File: src/rtl/alu_arbiter.sv
`default_nettype none
//==============================================================================
// Module      : alu_arbiter (with helper alu_arbiter_alu)
// Description : Two-requester arbiter in front of an 8-bit signed ALU.
//               The arbiter grants one pending requester while IDLE, latches
//               its operands, computes the result in EXEC and holds it in
//               RESP until the consumer takes it.
//               Ports:
//                 clk, rst_n                  clock, async active-low reset
//                 reqN_valid/ready            requester N handshake
//                 reqN_sel, reqN_a, reqN_b    requester N operation/operands
//                 rsp_valid/ready             response handshake
//                 rsp_data, rsp_id            result and owning requester
//                 busy                        high whenever not IDLE
//                 done_cnt                    completed response handshakes
// Revision    : 1.0 - initial release
//==============================================================================

//------------------------------------------------------------------------------
// alu_arbiter_alu: combinational 8-bit signed ALU, two's-complement wrap.
//   11: (A <<< 3) + (B >>> 2)    10: B + 2*A
//   01: -B                       00: |3*B - A|  (difference wraps first)
// There is no carry output: every result wraps to 8 bits.
//------------------------------------------------------------------------------
module alu_arbiter_alu (
    input  logic        [1:0] i_sel,
    input  logic signed [7:0] i_a,
    input  logic signed [7:0] i_b,
    output logic signed [7:0] o_y
);

    logic signed [7:0] w_b_asr;
    logic signed [7:0] w_diff;
    logic signed [7:0] w_abs;

    assign w_b_asr = i_b >>> 2;
    assign w_diff  = (i_b + (i_b <<< 1)) - i_a;
    // Negating 0x80 yields 0x80 again, so |-128| stays -128 as intended.
    assign w_abs   = w_diff[7] ? -w_diff : w_diff;

    always_comb begin
        o_y = w_abs;
        case (i_sel)
            2'b11:   o_y = (i_a <<< 3) + w_b_asr;
            2'b10:   o_y = i_b + (i_a <<< 1);
            2'b01:   o_y = -i_b;
            default: o_y = w_abs;
        endcase
    end

endmodule

//------------------------------------------------------------------------------
// alu_arbiter: top level
//------------------------------------------------------------------------------
module alu_arbiter #(
    parameter int RR_EN = 1,
    parameter int CNT_W = 16
) (
    input  logic             clk,
    input  logic             rst_n,
    input  logic             req0_valid,
    output logic             req0_ready,
    input  logic [1:0]       req0_sel,
    input  logic [7:0]       req0_a,
    input  logic [7:0]       req0_b,
    input  logic             req1_valid,
    output logic             req1_ready,
    input  logic [1:0]       req1_sel,
    input  logic [7:0]       req1_a,
    input  logic [7:0]       req1_b,
    output logic             rsp_valid,
    input  logic             rsp_ready,
    output logic [7:0]       rsp_data,
    output logic             rsp_id,
    output logic             busy,
    output logic [CNT_W-1:0] done_cnt
);

    localparam bit               c_rr_en   = (RR_EN != 0);
    localparam logic [CNT_W-1:0] c_cnt_one = {{(CNT_W-1){1'b0}}, 1'b1};

    typedef enum logic [1:0] {
        S_IDLE = 2'd0,
        S_EXEC = 2'd1,
        S_RESP = 2'd2
    } state_t;

    state_t           r_state;
    // Requester that wins the next tie. Reset value 0 gives requester 0
    // priority; after every grant it points at the other requester.
    logic             r_prio;
    logic [1:0]       r_sel;
    logic [7:0]       r_a;
    logic [7:0]       r_b;
    logic             r_id;
    logic [7:0]       r_rsp_data;
    logic             r_rsp_valid;
    logic             r_busy;
    logic [CNT_W-1:0] r_done_cnt;

    logic             w_idle;
    logic             w_any_valid;
    logic             w_gnt_id;
    logic             w_accept;
    logic [7:0]       w_alu_y;

    assign w_idle      = (r_state == S_IDLE);
    assign w_any_valid = req0_valid | req1_valid;
    // Tie: round-robin pointer or fixed requester 0; otherwise whoever is valid.
    assign w_gnt_id    = (req0_valid & req1_valid) ? (c_rr_en ? r_prio : 1'b0)
                                                   : req1_valid;
    assign w_accept    = w_idle & w_any_valid;

    assign req0_ready  = w_accept & ~w_gnt_id;
    assign req1_ready  = w_accept &  w_gnt_id;

    alu_arbiter_alu u_alu (
        .i_sel (r_sel),
        .i_a   (r_a),
        .i_b   (r_b),
        .o_y   (w_alu_y)
    );

    always_ff @(posedge clk or negedge rst_n) begin
        if (!rst_n) begin
            r_state     <= S_IDLE;
            r_prio      <= 1'b0;
            r_sel       <= 2'b00;
            r_a         <= 8'h00;
            r_b         <= 8'h00;
            r_id        <= 1'b0;
            r_rsp_data  <= 8'h00;
            r_rsp_valid <= 1'b0;
            r_busy      <= 1'b0;
            r_done_cnt  <= '0;
        end else begin
            case (r_state)
                S_IDLE: begin
                    if (w_accept) begin
                        r_sel   <= w_gnt_id ? req1_sel : req0_sel;
                        r_a     <= w_gnt_id ? req1_a   : req0_a;
                        r_b     <= w_gnt_id ? req1_b   : req0_b;
                        r_id    <= w_gnt_id;
                        r_prio  <= ~w_gnt_id;
                        r_busy  <= 1'b1;
                        r_state <= S_EXEC;
                    end
                end
                S_EXEC: begin
                    r_rsp_data  <= w_alu_y;
                    r_rsp_valid <= 1'b1;
                    r_state     <= S_RESP;
                end
                S_RESP: begin
                    if (rsp_ready) begin
                        r_rsp_valid <= 1'b0;
                        r_busy      <= 1'b0;
                        r_done_cnt  <= r_done_cnt + c_cnt_one;
                        r_state     <= S_IDLE;
                    end
                end
                default: begin
                    r_rsp_valid <= 1'b0;
                    r_busy      <= 1'b0;
                    r_state     <= S_IDLE;
                end
            endcase
        end
    end

    assign rsp_valid = r_rsp_valid;
    assign rsp_data  = r_rsp_data;
    assign rsp_id    = r_id;
    assign busy      = r_busy;
    assign done_cnt  = r_done_cnt;

endmodule
`default_nettype wire

File: config.mk
export PLATFORM = sky130hd
export DESIGN_NAME = alu_arbiter
export DESIGN_NICKNAME = d
export VERILOG_FILES = /design/src/rtl/alu_arbiter.sv
export SDC_FILE = /design/constraint.sdc
export NUM_CORES = 1
export LEC_CHECK = 0
export ABC_AREA = 1
export BUFFER_PORTS_ARGS = -buffer_cell sky130_fd_sc_hd__buf_4
export CORE_ASPECT_RATIO = 0.9
export CORE_MARGIN = 5
export CORE_UTILIZATION = 50
export CTS_CLUSTER_SIZE = 14
export DETAILED_ROUTE_END_ITERATION = 16
export GPL_TIMING_DRIVEN = 0
export PLACE_DENSITY_LB_ADDON = 0.08
export SYNTH_ARGS = -nofsm -noshare
export SYNTH_HDL_FRONTEND = slang
export SYNTH_SLANG_ARGS = --single-unit
File: constraint.sdc
create_clock -name clk -period 2.3 [get_ports clk]
set_input_delay 0.345 -clock clk [delete_from_list [all_inputs] [get_ports clk]]
set_output_delay 0.345 -clock clk [all_outputs]
set_load 0.01 [all_outputs]
==> results summary <==
The flow ran to the end, but the final reports show violations. The checks that failed: setup timing. The largest net degree at the start of global routing is just under 50. Measured against the total synthesized area, the mux share comes to 0.00322. The worst setup path is launched from a register. The count of final max-slew check failures was 0. In the finished design, the share of the clock period the worst path needs comes to 1.10. In this run the core area contains 28 standard-cell rows. The synthesized design spends more area on one cell type than any other, namely dfrtp_1. The global-route usage over all layers came out at 0.217. For this design, the slowest cell found on the critical path is fa_1. Once layout is complete, the utilization of the core stands at 0.676. CTS placed an instance of clkbuf_8 at the clock tree root. Sorting the synthesized cells by area gives the leading types as dfrtp_1, nand2_1, ha_1.

The level count of the clock H-tree is 2. The worst setup path startpoint is r_b[1]$_DFFE_PN0P_. The number of hold-repair buffers added at the cts stage is 0. The worst register-to-register path ends at rsp_data[2]$_DFFE_PN0P_. The clock skew is 3.29 ps. The XOR/XNOR share of the synthesized area came out at 0.0552. The total global routing overflow is 0. The number of synthesized flops with an enable pin is 0.

The cell count of the worst reg-to-reg path is 16. The number of warnings printed during yosys synthesis came out at 0. The later pin in the worst-skew pair is clocked with a latency of 310 ps. The relative slew slack came out at 0.592. Of the post-synthesis cell area, the dominant cell type holds 0.344. Of all flip-flops after synthesis, the portion carrying an async set or reset was 1.00. The transition time of the tightest slew-check pin came out at 610 ps. The most frequently used flop master after synthesis is dfrtp_1.

The DRC violations left is 0. Counting both buffers and inverters, the worst setup path holds a total of 5. The effective utilization at floorplan is 0.522. For the finished layout, the period the worst path requires is 2520 ps. No sink is reached through more buffers than the 2 on the longest clock path. The count of routing violations after the opening detailed-route iteration is 229.

In the final design database the tool counted between 600 and 700 nets. The number of ports placed on the die boundary came out at 70. The flop-to-flop setup slack came out at -220 ps. The endpoint arrival time on the critical path came out at roughly 2800 ps.

The initial antenna violation count was 0. The final count of hold timing violations came out at 0. The number of I/O port buffers came out at 69. The TritonCTS buffer count is 5. The mapped netlist covers 3490 um^2. The clock-pin slew reported for the worst setup and hold paths after clock tree synthesis is 90 ps. In the final routed layout, each cell accounts on average for 14.2 um. In this design, the largest share of critical-path delay is due to adder cells. After synthesis, the largest family of logic cells by area is simple AND/OR/NAND/NOR gates. The worst setup path is of the reg2reg kind. The wire length of the first global-routing pass came out at between 15 and 20 mm. The area growth from synthesis to layout is 29.5%. 0 antenna diodes ended up in the layout. The die covers between 8000 and 9000 um^2. The capturing instance or port of the critical path is rsp_data[2]$_DFFE_PN0P_.

The non-filler instance count after layout is 651. At the worst endpoint, the required time is between 2000 and 3000 ps. Counting flops and latches in the post-synthesis netlist gives 48. The cell with the most instances on the worst path is inv_2. The total clock sinks came out at 48.

The cell depth of the worst setup path came out at 16. The signal on the critical path passes through inv_2, fa_1, inv_2, ha_4, inv_2, fa_2, inv_2, nand3_2, nand3_2, nand2_2, nand2_4, buf_6, nand2_4, o21ai_2, nand2_1, a21oi_2. The largest fanout of any net on the critical path came out at 5. The estimated wirelength of the detail-placed design is 7.13 mm. The global placement routability congestion is approximately 0.92.

Before antenna repair, the detailed router went through 5 iterations. The worst setup slack after layout is -222 ps. The fraction of the mapped netlist area in adder cells is 0.123. Setup repair after global routing could not meet its margin everywhere. The number of routed nets with antenna violations is 0. The maximum single-stage delay on the critical path came out at ~440 ps. The upper clock frequency limit is about 400 MHz.

The ratio of cells with drive above 1 in the final layout came out at 0.278. The netlist uses 34 different library cells. TritonCTS built the clock tree. The share of the synthesized area in compound gates (AO/OA/AOI/OAI) is 0.0724. The height of the die came out at approximately 90 um. Setup violations remaining at the end of the flow were counted as 7. The final layout contains routed wiring with a total length of between 9 and 10 mm. For this run, global-route usage on met1 was measured as 0.313. The width of the die is 98.1 um. The number of global-route vias before repair came out at 3305. The beginning of the worst register-to-register path is r_b[1]$_DFFE_PN0P_. The mean instance size in the synthesized netlist came out at 7.45 um^2.

The element type at the critical path end is a register. The post-synthesis share of cell area spent on and, or, nand and nor gates is 0.326. The synthesized net count is 539. The path type of the worst min-delay path is in2async. The core area is 6690 um^2.

The met2 track utilization from global routing came out at 0.336. The met3 usage in global routing came out at 0.0374. The post-route setup TNS is -1180 ps. The total number of vias is approximately 3.4k.

The max-capacitance violation count came out at 0. The number of cells produced by synthesis came out at 469. In this run, placement finished with an instance count of 628. For this run, the register share of the synthesized area comes to 0.344.

In this run the most used layer during global routing was met2. Dividing the detail-routed via count by the number of cells gives 5.27.
==> cell usage in the layout, fill, tap and decap left out, types with 6 or more instances in the layout <==
master / count
ha_1: 15
xnor2_1: 6
dfrtp_2: 8
o21ai_0: 8
nand4_1: 11
dfrtp_1: 40
fa_1: 8
nor2_1: 33
buf_4: 84
a21oi_1: 12
nor2_2: 6
inv_2: 14
nand3_1: 46
nand2_1: 141
inv_1: 47
o211ai_1: 11
xor2_1: 15
==> per-stage QoR <==
stage               setup WS, ps  hold slack, ps  area [um^2]
global route                -357            72.8         4520
floorplan                  -35.1            49.4         3560
finish                      -222            32.0         4520
global placement            -288             393         4200
CTS                         -226            59.6         4420
detailed placement          -321             393         4200
==> cells in the mapped netlist (all sizes together), types with 2 or more instances <==
library cell	number
nand3	50
a21boi	2
nor3	4
ha	20
nand3b	2
xor2	15
xnor2	7
nor4	2
nand2	147
o211ai	11
o21ai	10
nor2	39
inv	62
nand4	11
clkbuf	2
or2	3
a21oi	16
dfrtp	48
buf	3
fa	9
==> how the worst min path moves through the flow <==
stage / startpoint / endpoint / slack (ps) / cells past startpoint
after floorplan: rst_n / busy$_DFFE_PN0P_ / 50 / 0
after global placement: rst_n / r_a[6]$_DFFE_PN0P_ / 390 / 1
after detailed placement: rst_n / r_a[6]$_DFFE_PN0P_ / 390 / 1
after CTS: rst_n / r_a[6]$_DFFE_PN0P_ / 60 / 1
after global routing: rst_n / r_sel[0]$_DFFE_PN0P_ / 70 / 1
final: rst_n / r_a[6]$_DFFE_PN0P_ / 30 / 1
==> timing repair <==
item,4_1_cts,5_1_grt
pin swaps,5,5
setup buffers,10,5
gates resized for setup,12,19
gates cloned,1,0
setup endpoints to repair,7,9
==> state kept, by name, indices dropped and copies added (netlist names) <==
register / cells
done_cnt: 16
r_a: 8
r_b: 8
rsp_data: 8
r_sel: 2
r_state: 2
busy: 1
r_prio: 1
rsp_id: 1
rsp_valid: 1
==> layout make-up <==
| cell class | instances | area (um^2) |
|---|---|---|
| Inverter | 63 | 243 |
| Sequential cell | 48 | 1210 |
| Fill cell | 581 | 2170 |
| Tap cell | 90 | 113 |
| Timing Repair Buffer | 85 | 642 |
| Multi-Input combinational cell | 353 | 2170 |
| Clock inverter | 3 | 46.3 |
| Buffer | 4 | 25.0 |
| Clock buffer | 5 | 68.8 |
==> routing by layer <==
| metal | vias up | part of all wire |
|---|---|---|
| li1 | 1704 | - |
| met1 | 1624 | 0.48 |
| met2 | 91 | 0.46 |
| met3 | 10 | 0.050 |
| met4 | 0 | 0.013 |
| met5 | - | 0 |
==> kinds of logic (layout without fill, tap and decap cells) <==
family,count (synthesis),in the layout
simple gates,259,259
buf+inv,68,160
fa+ha+maj,29,29
mux,1,1
compound gates,42,42
xor+xnor,22,22
flops,48,48
Power is not shown: default switching activity piles up to over one toggle a cycle in this logic, so the estimate is an artifact.
